==> config.mk <==
export PLATFORM = sky130hd
export DESIGN_NAME = fixpoint_iter
export DESIGN_NICKNAME = d
export VERILOG_FILES = /design/src/rtl/fixpoint_pkg.sv /design/src/rtl/fixpoint_step.sv /design/src/rtl/fixpoint_iter.sv
export SDC_FILE = /design/constraint.sdc
export NUM_CORES = 1
export LEC_CHECK = 0
export ABC_AREA = 1
export BUFFER_PORTS_ARGS = -buffer_cell sky130_fd_sc_hd__buf_4
export CORE_ASPECT_RATIO = 0.6
export CORE_MARGIN = 4
export CORE_UTILIZATION = 51
export CTS_BUF_LIST = sky130_fd_sc_hd__clkbuf_8
export DETAILED_ROUTE_END_ITERATION = 8
export GPL_TIMING_DRIVEN = 0
export HOLD_SLACK_MARGIN = 0.06
export PLACE_DENSITY_LB_ADDON = 0.1
export RECOVER_POWER = 50
export SETUP_SLACK_MARGIN = 0.2
export SLEW_MARGIN = 15
export SYNTH_ARGS = -nofsm -noshare
export SYNTH_HDL_FRONTEND = slang
export SYNTH_SLANG_ARGS = --single-unit
==> constraint.sdc <==
create_clock -name clk -period 1.4 [get_ports clk]
set_input_delay 0.21 -clock clk [delete_from_list [all_inputs] [get_ports clk]]
set_output_delay 0.21 -clock clk [all_outputs]
set_load 0.01 [all_outputs]
==> src/rtl/fixpoint_pkg.sv <==
// Shared definitions for the fixpoint iteration block: controller states and
// the width rule for the iteration counter.
package fixpoint_pkg;

    typedef enum logic [1:0] {
        ST_IDLE = 2'd0,
        ST_ITER = 2'd1,
        ST_DONE = 2'd2
    } fsm_state_e;

    // Bits needed to count 0..max_iter inclusive; never narrower than one bit.
    function automatic int iter_width(input int max_iter);
        if (max_iter < 1) begin
            return 1;
        end
        return $clog2(max_iter + 1);
    endfunction

endpackage

==> src/rtl/fixpoint_step.sv <==
// One propagation step around the channel ring: each channel keeps its bit and
// may additionally pick up its neighbour's bit when enabled and not blocked.
module fixpoint_step #(
    parameter int NCH = 5
) (
    input  logic [NCH-1:0] s,
    input  logic [NCH-1:0] req,
    input  logic [NCH-1:0] blk,
    input  logic           dir,
    output logic [NCH-1:0] next
);

    generate
        for (genvar gi = 0; gi < NCH; gi++) begin : g_ch
            localparam int PREV = (gi + NCH - 1) % NCH;
            localparam int SUCC = (gi + 1) % NCH;

            logic src_bit;

            assign src_bit  = dir ? s[SUCC] : s[PREV];
            assign next[gi] = s[gi] | (src_bit & req[gi] & ~blk[gi]);
        end
    endgenerate

endmodule

==> src/rtl/fixpoint_iter.sv <==
// Iterates the ring step from a loaded state until it stops changing or the
// iteration budget runs out, then publishes the result with a one-cycle done.
module fixpoint_iter
    import fixpoint_pkg::*;
#(
    parameter int NCH      = 5,
    parameter int MAX_ITER = NCH
) (
    input  logic                          clk,
    input  logic                          rst,
    input  logic                          start,
    input  logic                          dir,
    input  logic [NCH-1:0]                init_state,
    input  logic [NCH-1:0]                req,
    input  logic [NCH-1:0]                blk,
    input  logic [NCH-1:0]                bad_mask,
    output logic                          ready,
    output logic                          done,
    output logic [NCH-1:0]                fix_state,
    output logic [iter_width(MAX_ITER)-1:0] iter_cnt,
    output logic                          bug,
    output logic                          timeout
);

    localparam int            IW         = iter_width(MAX_ITER);
    localparam logic [IW-1:0] ITER_LIMIT = IW'(MAX_ITER);

    fsm_state_e     state_q, state_d;

    // Working state of the current run; operands are frozen at start accept.
    logic [NCH-1:0] s_q, s_d;
    logic [IW-1:0]  iter_q, iter_d;
    logic           dir_q, dir_d;
    logic [NCH-1:0] req_q, req_d;
    logic [NCH-1:0] blk_q, blk_d;
    logic [NCH-1:0] bad_q, bad_d;

    // Published result, held until the next run completes.
    logic [NCH-1:0] fix_q, fix_d;
    logic [IW-1:0]  cnt_q, cnt_d;
    logic           bug_q, bug_d;
    logic           to_q, to_d;
    logic           done_q, done_d;

    logic [NCH-1:0] next_s;
    logic           changed;

    fixpoint_step #(
        .NCH (NCH)
    ) u_step (
        .s    (s_q),
        .req  (req_q),
        .blk  (blk_q),
        .dir  (dir_q),
        .next (next_s)
    );

    assign changed = (next_s != s_q);

    always_comb begin
        state_d = state_q;
        s_d     = s_q;
        iter_d  = iter_q;
        dir_d   = dir_q;
        req_d   = req_q;
        blk_d   = blk_q;
        bad_d   = bad_q;
        fix_d   = fix_q;
        cnt_d   = cnt_q;
        bug_d   = bug_q;
        to_d    = to_q;
        done_d  = 1'b0;

        unique case (state_q)
            ST_IDLE: begin
                if (start) begin
                    dir_d   = dir;
                    req_d   = req;
                    blk_d   = blk;
                    bad_d   = bad_mask;
                    s_d     = init_state;
                    iter_d  = '0;
                    state_d = ST_ITER;
                end
            end
            ST_ITER: begin
                if (changed && (iter_q < ITER_LIMIT)) begin
                    s_d    = next_s;
                    iter_d = iter_q + IW'(1);
                end else begin
                    // Either converged, or out of budget with s left as-is.
                    state_d = ST_DONE;
                    fix_d   = s_q;
                    cnt_d   = iter_q;
                    bug_d   = |(s_q & bad_q);
                    to_d    = changed;
                    done_d  = 1'b1;
                end
            end
            ST_DONE: begin
                state_d = ST_IDLE;
            end
            default: begin
                state_d = ST_IDLE;
            end
        endcase
    end

    always_ff @(posedge clk or posedge rst) begin
        if (rst) begin
            state_q <= ST_IDLE;
            s_q     <= '0;
            iter_q  <= '0;
            dir_q   <= 1'b0;
            req_q   <= '0;
            blk_q   <= '0;
            bad_q   <= '0;
            fix_q   <= '0;
            cnt_q   <= '0;
            bug_q   <= 1'b0;
            to_q    <= 1'b0;
            done_q  <= 1'b0;
        end else begin
            state_q <= state_d;
            s_q     <= s_d;
            iter_q  <= iter_d;
            dir_q   <= dir_d;
            req_q   <= req_d;
            blk_q   <= blk_d;
            bad_q   <= bad_d;
            fix_q   <= fix_d;
            cnt_q   <= cnt_d;
            bug_q   <= bug_d;
            to_q    <= to_d;
            done_q  <= done_d;
        end
    end

    assign ready     = (state_q == ST_IDLE);
    assign done      = done_q;
    assign fix_state = fix_q;
    assign iter_cnt  = cnt_q;
    assign bug       = bug_q;
    assign timeout   = to_q;

endmodule

Word-level counts from Yosys, hierarchy flattened:

Index checks and enable logic that the tools add are counted.

* register bits: 37
* latch bits: 0
* memory bits (writable): 0
* bits in read-only memories: 0
* bits of input ports: 24
* output and inout port bits: 12
* logic and storage cells: 65
* memories kept: 0

* add/sub/neg operators: 1
* $mul: 0
* div/mod/pow operators: 0
* magnitude comparators: 1
* equality and inequality tests: 5
* shift operators: 0
* multiplexer cells: 16
* bitwise gates (word level): 22
* reduce and logical (&&, ||, !) cells: 8

Operator list (number)
* $and A1 B1 Y1: 10
* $mux W5: 2
* $pmux W5 S2: 1
* $mux W1: 7
* $mux W3: 2
* $ne A2 B2 Y1 const B: 3
* $not A1 Y1: 6
* $pmux W3 S2: 1
* $reduce_and A2 Y1: 3
* $and A5 B5 Y5: 1
* $ne A5 B5 Y1: 1
* $or A1 B1 Y1: 5
* $reduce_or A5 Y1: 1
* $mux W2: 2
* $pmux W2 S2: 1
* $add A3 B1 Y3 const B: 1
* $lt A3 B3 Y1 const B: 1
* $reduce_and A3 Y1: 1
* $eq A2 B1 Y1 const B: 1
* $logic_not A2 Y1: 1
* $reduce_bool A2 Y1: 1
* $logic_and A1 B1 Y1: 1

Depth between registers and ports, before layout:

* depth in word-level cells: 8
* gate-level depth with buffers: 12
* mapped depth without buffers: 12

Hierarchy:

Synthesis repeated with hierarchy kept, for this count alone.

* cells, all modules: 205
* area total of the unflattened synthesis: 1799.2 um2

By module, submodules not included
* fixpoint_iter: times used 1, cells each 169, area an instance 1642.8 um2, sequential area each 925.9 um2
* fixpoint_step: times used 1, cells each 36, area an instance 156.4 um2, sequential area each 0.0 um2

Least setup slack after synthesis:

OpenSTA, ideal clock, no wires.

* path kind: register to register
* start point: reg dir_q
* end point: reg bug_q (netlist: bug)
* library setup time: 0.126 ns
* arrival time: 1.283 ns
* data required time: 1.274 ns
* setup slack: -0.009 ns
* stages on the path, launching flop included: 12
* buffers on the path: 1
* clock period less this slack: 1.409 ns
* cells stage by stage: dfrtp_1 > nor2_1 > nor2_2 > nand3_1 > nand2_1 > nor2_2 > nand2_4 > nand2_4 > nand2_4 > buf_6 > nand2_2 > o21ai_2

* word-level cells in the longest chain between the ends: 8
* elaborated cells between the ends (all ways): 24
* classes of those cells: eq/ne: 1; mux: 5; bitwise: 16; reduce/logical: 2

RTL lines
* start, declared: RTL line fixpoint_iter.sv:33 `logic dir_q, dir_d;`
* start signal, assigned: RTL line fixpoint_iter.sv:127 `dir_q <= dir_d;`
* $mux W1: RTL line fixpoint_step.sv:20 `assign src_bit = dir ? s[SUCC] : s[PREV];`
* $and A1 B1 Y1 (2 in a row): RTL line fixpoint_step.sv:21 `assign next[gi] = s[gi] | (src_bit & req[gi] & ~blk[gi]);`
* $or A1 B1 Y1: RTL line fixpoint_step.sv:21
* $ne A5 B5 Y1 (*): RTL line fixpoint_iter.sv:58 `assign changed = (next_s != s_q);`
* $logic_and A1 B1 Y1 (*): RTL line fixpoint_iter.sv:87 `if (changed && (iter_q < ITER_LIMIT)) begin`
* $not A1 Y1 (no source line) (*)
* $reduce_and A2 Y1 (no source line) (*)
* end signal, assigned: RTL line fixpoint_iter.sv:133 `bug_q <= bug_d;`
* end, declared: RTL line fixpoint_iter.sv:41 `logic bug_q, bug_d;`

Mark *: on every way between the ends. The rest lies on a longest branch, timed or not.
A chain may end at the register's enable or synchronous reset.

Final worst setup path:

* start point: reg dir_q
* end point: reg s_q[0]

* word-level cells in the longest chain between the ends: 8
* elaborated cells between the ends (all ways): 26
* classes of those cells: eq/ne: 2; mux: 7; bitwise: 15; reduce/logical: 2

RTL lines
* $mux W1: RTL line fixpoint_step.sv:20
* $and A1 B1 Y1 (2 in a row): RTL line fixpoint_step.sv:21
* $or A1 B1 Y1: RTL line fixpoint_step.sv:21
* $ne A5 B5 Y1: RTL line fixpoint_iter.sv:58
* $logic_and A1 B1 Y1: RTL line fixpoint_iter.sv:87
* $ne A2 B2 Y1 (no source line)
* $reduce_and A3 Y1 (no source line)
* end signal, assigned: RTL line fixpoint_iter.sv:112 `s_q <= '0;`
* end signal, assigned: RTL line fixpoint_iter.sv:125 `s_q <= s_d;`
* end, declared: RTL line fixpoint_iter.sv:31 `logic [NCH-1:0] s_q, s_d;`

Parallel ways exist; a longest one is shown, timed or not. The select of a mux whose other input is x is not followed.

==> key figures <==
Critical path
  • CP Max Fanout: 5
  • Crit. End Element: register
  • FF-to-FF path depth: 10
  • CP required: 1580 ps
  • Critical path origin: dir_q
  • Kind of critical path: reg -> reg
  • R2r setup slk: -180 ps
  • R2r endpoint: s_q[0]
  • Startpoint Class: register
  • Crit path arrival time: 1760 ps
  • Reg-to-Reg Start: dir_q

Synth
  • Mapped Cells: 194
  • Largest area contributor in the netlist: dfrtp_1
  • Area share of the largest cell type after synthesis: 51.6%
  • Sequential share of the synthesized area: 51.6%
  • Mean post-synth cell area: 9.25 µm²
  • Mapped Area: 1790 µm²
  • Top FF cell, synth: dfrtp_1
  • Net count after synthesis: 219
  • Main area contributors after synthesis: dfrtp_1 (52%), nand2_1 (6.9%), mux2_2 (5.0%)
  • EDFF count, synth: 0
  • Synth cell count leaders: dfrtp_1 (37), nand2_1 (33), nor2_1 (23), inv_1 (20), nand3_1 (12)
  • Ys async rst share: 100%
  • Yosys reg bits: 37
  • Count leader, synth: dfrtp_1
  • Yosys cell types: 23
  • Warnings, synthesis: 0

Detailed routing
  • Final ANT Viol Nets: 0
  • Wirelength per Cell: 15.5 µm
  • Vias per inst: 5.28
  • DR DRC count: 0
  • Routed wire length: 4.63 mm
  • DRT iter0 DRCs: 118
  • Detailed Routing Iterations Pass 1: 4
  • Vias: 1572

Clocking
  • Hold-fix buffers at CTS: 0
  • Clk root buf: clkbuf_8
  • Worst-Skew Late Latency: 290 ps
  • Clock Pin Slew Worst Setup and Hold Paths: 70 ps
  • CTS tree: done
  • Clock Path Buffers: 2
  • CTS buffer count: 5
  • Clock sink count: 37
  • H-tree levels: 2

Final layout
  • Layout area overhead: 39.8%
  • Final std cell area, no fill: 2510 µm²
  • Share of post-route cells with drive strength above 1: 50.2%
  • FILL cells: 219
  • Nets: 278
  • Fin cells: 298
  • Diode count: 0

Floorplan
  • Starting Density: 54.0%
  • Io pins: 36
  • Core ar.: 3320 µm²
  • FP Rows: 16
  • Die ar.: 4560 µm²
  • Die width: 84.6 µm
  • Height of the chip: 53.9 µm

Power and ir drop
  • Worst VDD drop: 1.24 mV
  • P_leak: 1.29 nW
  • Pwr Density: 2490 nW/µm²
  • Total Power: 6.25 mW

Timing
  • Min cycle time layout: 1580 ps
  • Count of final setup violators: 21
  • Setup Skew: 6.81 ps
  • Slew @ Worst Pin: 760 ps
  • RSZ-0062 raised after global routing: true
  • Max-slew violations: 0
  • Hold WS: 57.7 ps
  • Fmax: 0.634 GHz
  • Crit share post-route: 113%
  • Worst rel slew slack: 49.3%
  • Fin Setup TNS: -3080 ps
  • Final worst setup slack: -177 ps
  • Final hold vios: 0

Placement
  • DP Cell Count: 274
  • Cell Area, Placed: 2130 µm²
  • Final Wtd Congestion: 0.830
  • Post-DP HPWL: 2.91 mm
  • IO Port Bufs: 35

Worst hold path
  • HP Class: in -> async

Job
  • Max cap viols: 0

Global route
  • Initial antenna violation count: 0
  • Total Routing Usage GR: 21.5%
  • First-pass GRT wire length: 7.27 mm
  • Largest net degree at the start of global routing: 38
  • Vias in the first global route: 1520
  • Grt ovf: 0

Outcome
  • Failing checks: negative setup slack
  • Outcome: finished, violations left
## final cells by class
class                      instances  area, µm²  area share [%]
buffer                             6       72.6            2.89
clock buffer                       6       82.6            3.29
clock inverter                     1       3.75           0.150
inverter                          24       92.6            3.69
multi-input combinational        129        860            34.3
sequential                        37        927            37.0
tap                               45       56.3            2.24
timing repair buffer              50        414            16.5
## worst max-delay path by stage
| stage | to | depth (start not counted) |
|---|---|---|
| floorplan | bug | 11 |
| global placement | iter_q[0] | 2 |
| detailed placement | fix_state[3] | 11 |
| CTS | fix_state[3] | 11 |
| global route | s_q[0] | 10 |
| finish | s_q[0] | 10 |
## worst max-delay path, cell delays in order (launching register included)
cell	delay (ps)
dfrtp_2	460
buf_6	150
nand2_2	70
nand4_1	120
nand2_1	110
inv_2	60
nand2_4	100
buf_4	130
nand3_4	100
nand3_1	100
nand2_1	50
## sequential cells by signal, indices dropped and copies added, names as in the netlist
register / count
s_q: 5
fix_state: 5
bad_q: 5
iter_cnt: 3
bug: 1
req_q: 5
dir_q: 1
state_q: 2
timeout: 1
iter_q: 3
done: 1
blk_q: 5
## logic make-up (layout without fill, tap and decap cells)
kind of cell	Yosys count	count (layout)	synth area share, %
AO/OA/AOI/OAI	26	26	9.62
AND/OR/NAND/NOR	91	93	25.3
multiplexers	8	8	5.02
adder cells (fa/ha/maj)	1	1	0.697
flip-flops	37	37	51.6
XOR/XNOR	1	1	0.488
buffers and inverters	30	87	7.25
## per-layer routing
metal  vias up  share of wire, %  global-route usage [%]
li1        748                 -                       -
met1       739                45                    28.4
met2        77                44                    32.5
met3         8               9.5                    8.41
met4         0               1.6                    7.63
met5         -                 0                       0
## what timing repair did
action	in CTS	in global routing
cloned	3	0
resized for setup	34	12
buffers inserted	11	3
pin swaps	5	4
endpoints found under the setup margin	34	38
## power by group
group | total, mW | leakage (nW) | internal [mW] | switching [mW]
combinational | 3.60 | 0.789 | 1.63 | 1.97
clock | 0.734 | 0.0485 | 0.383 | 0.351
sequential | 1.92 | 0.449 | 1.56 | 0.356
## layout by cell type, fill, tap and decap left out
cell type | netlist | final
buf_4 | 0 | 44
dfrtp_1 | 37 | 36
nand2_1 | 33 | 23
nor2_1 | 23 | 20
nand2_2 | 10 | 19
inv_1 | 20 | 16
a21oi_1 | 9 | 9
nand3_1 | 12 | 9
o21ai_2 | 9 | 9
inv_2 | 4 | 8
mux2_4 | 0 | 8
nand2_4 | 5 | 7
clkbuf_8 | 0 | 7
buf_6 | 2 | 6
a31oi_1 | 5 | 5
nand3_2 | 1 | 4
nor2_2 | 3 | 4
nand4_1 | 3 | 3
nor2_4 | 0 | 2
nand3_4 | 1 | 2
o21ai_0 | 2 | 2
inv_4 | 0 | 1
buf_12 | 0 | 1
buf_2 | 2 | 1
xnor2_1 | 1 | 1
buf_8 | 0 | 1
a211oi_1 | 1 | 1
ha_1 | 1 | 1
buf_16 | 0 | 1
dfrtp_2 | 0 | 1
clkbuf_4 | 0 | 1
## per-stage QoR
stage	worst slack [ps]	utilization, %
2_1_floorplan	13.1	-
3_3_place_gp	-82.1	64.0
3_5_place_dp	-128	64.0
4_1_cts	-112	73.7
5_1_grt	-225	75.5
6_report	-177	75.5
No activity file was read; power rests on OpenSTA's default activity.
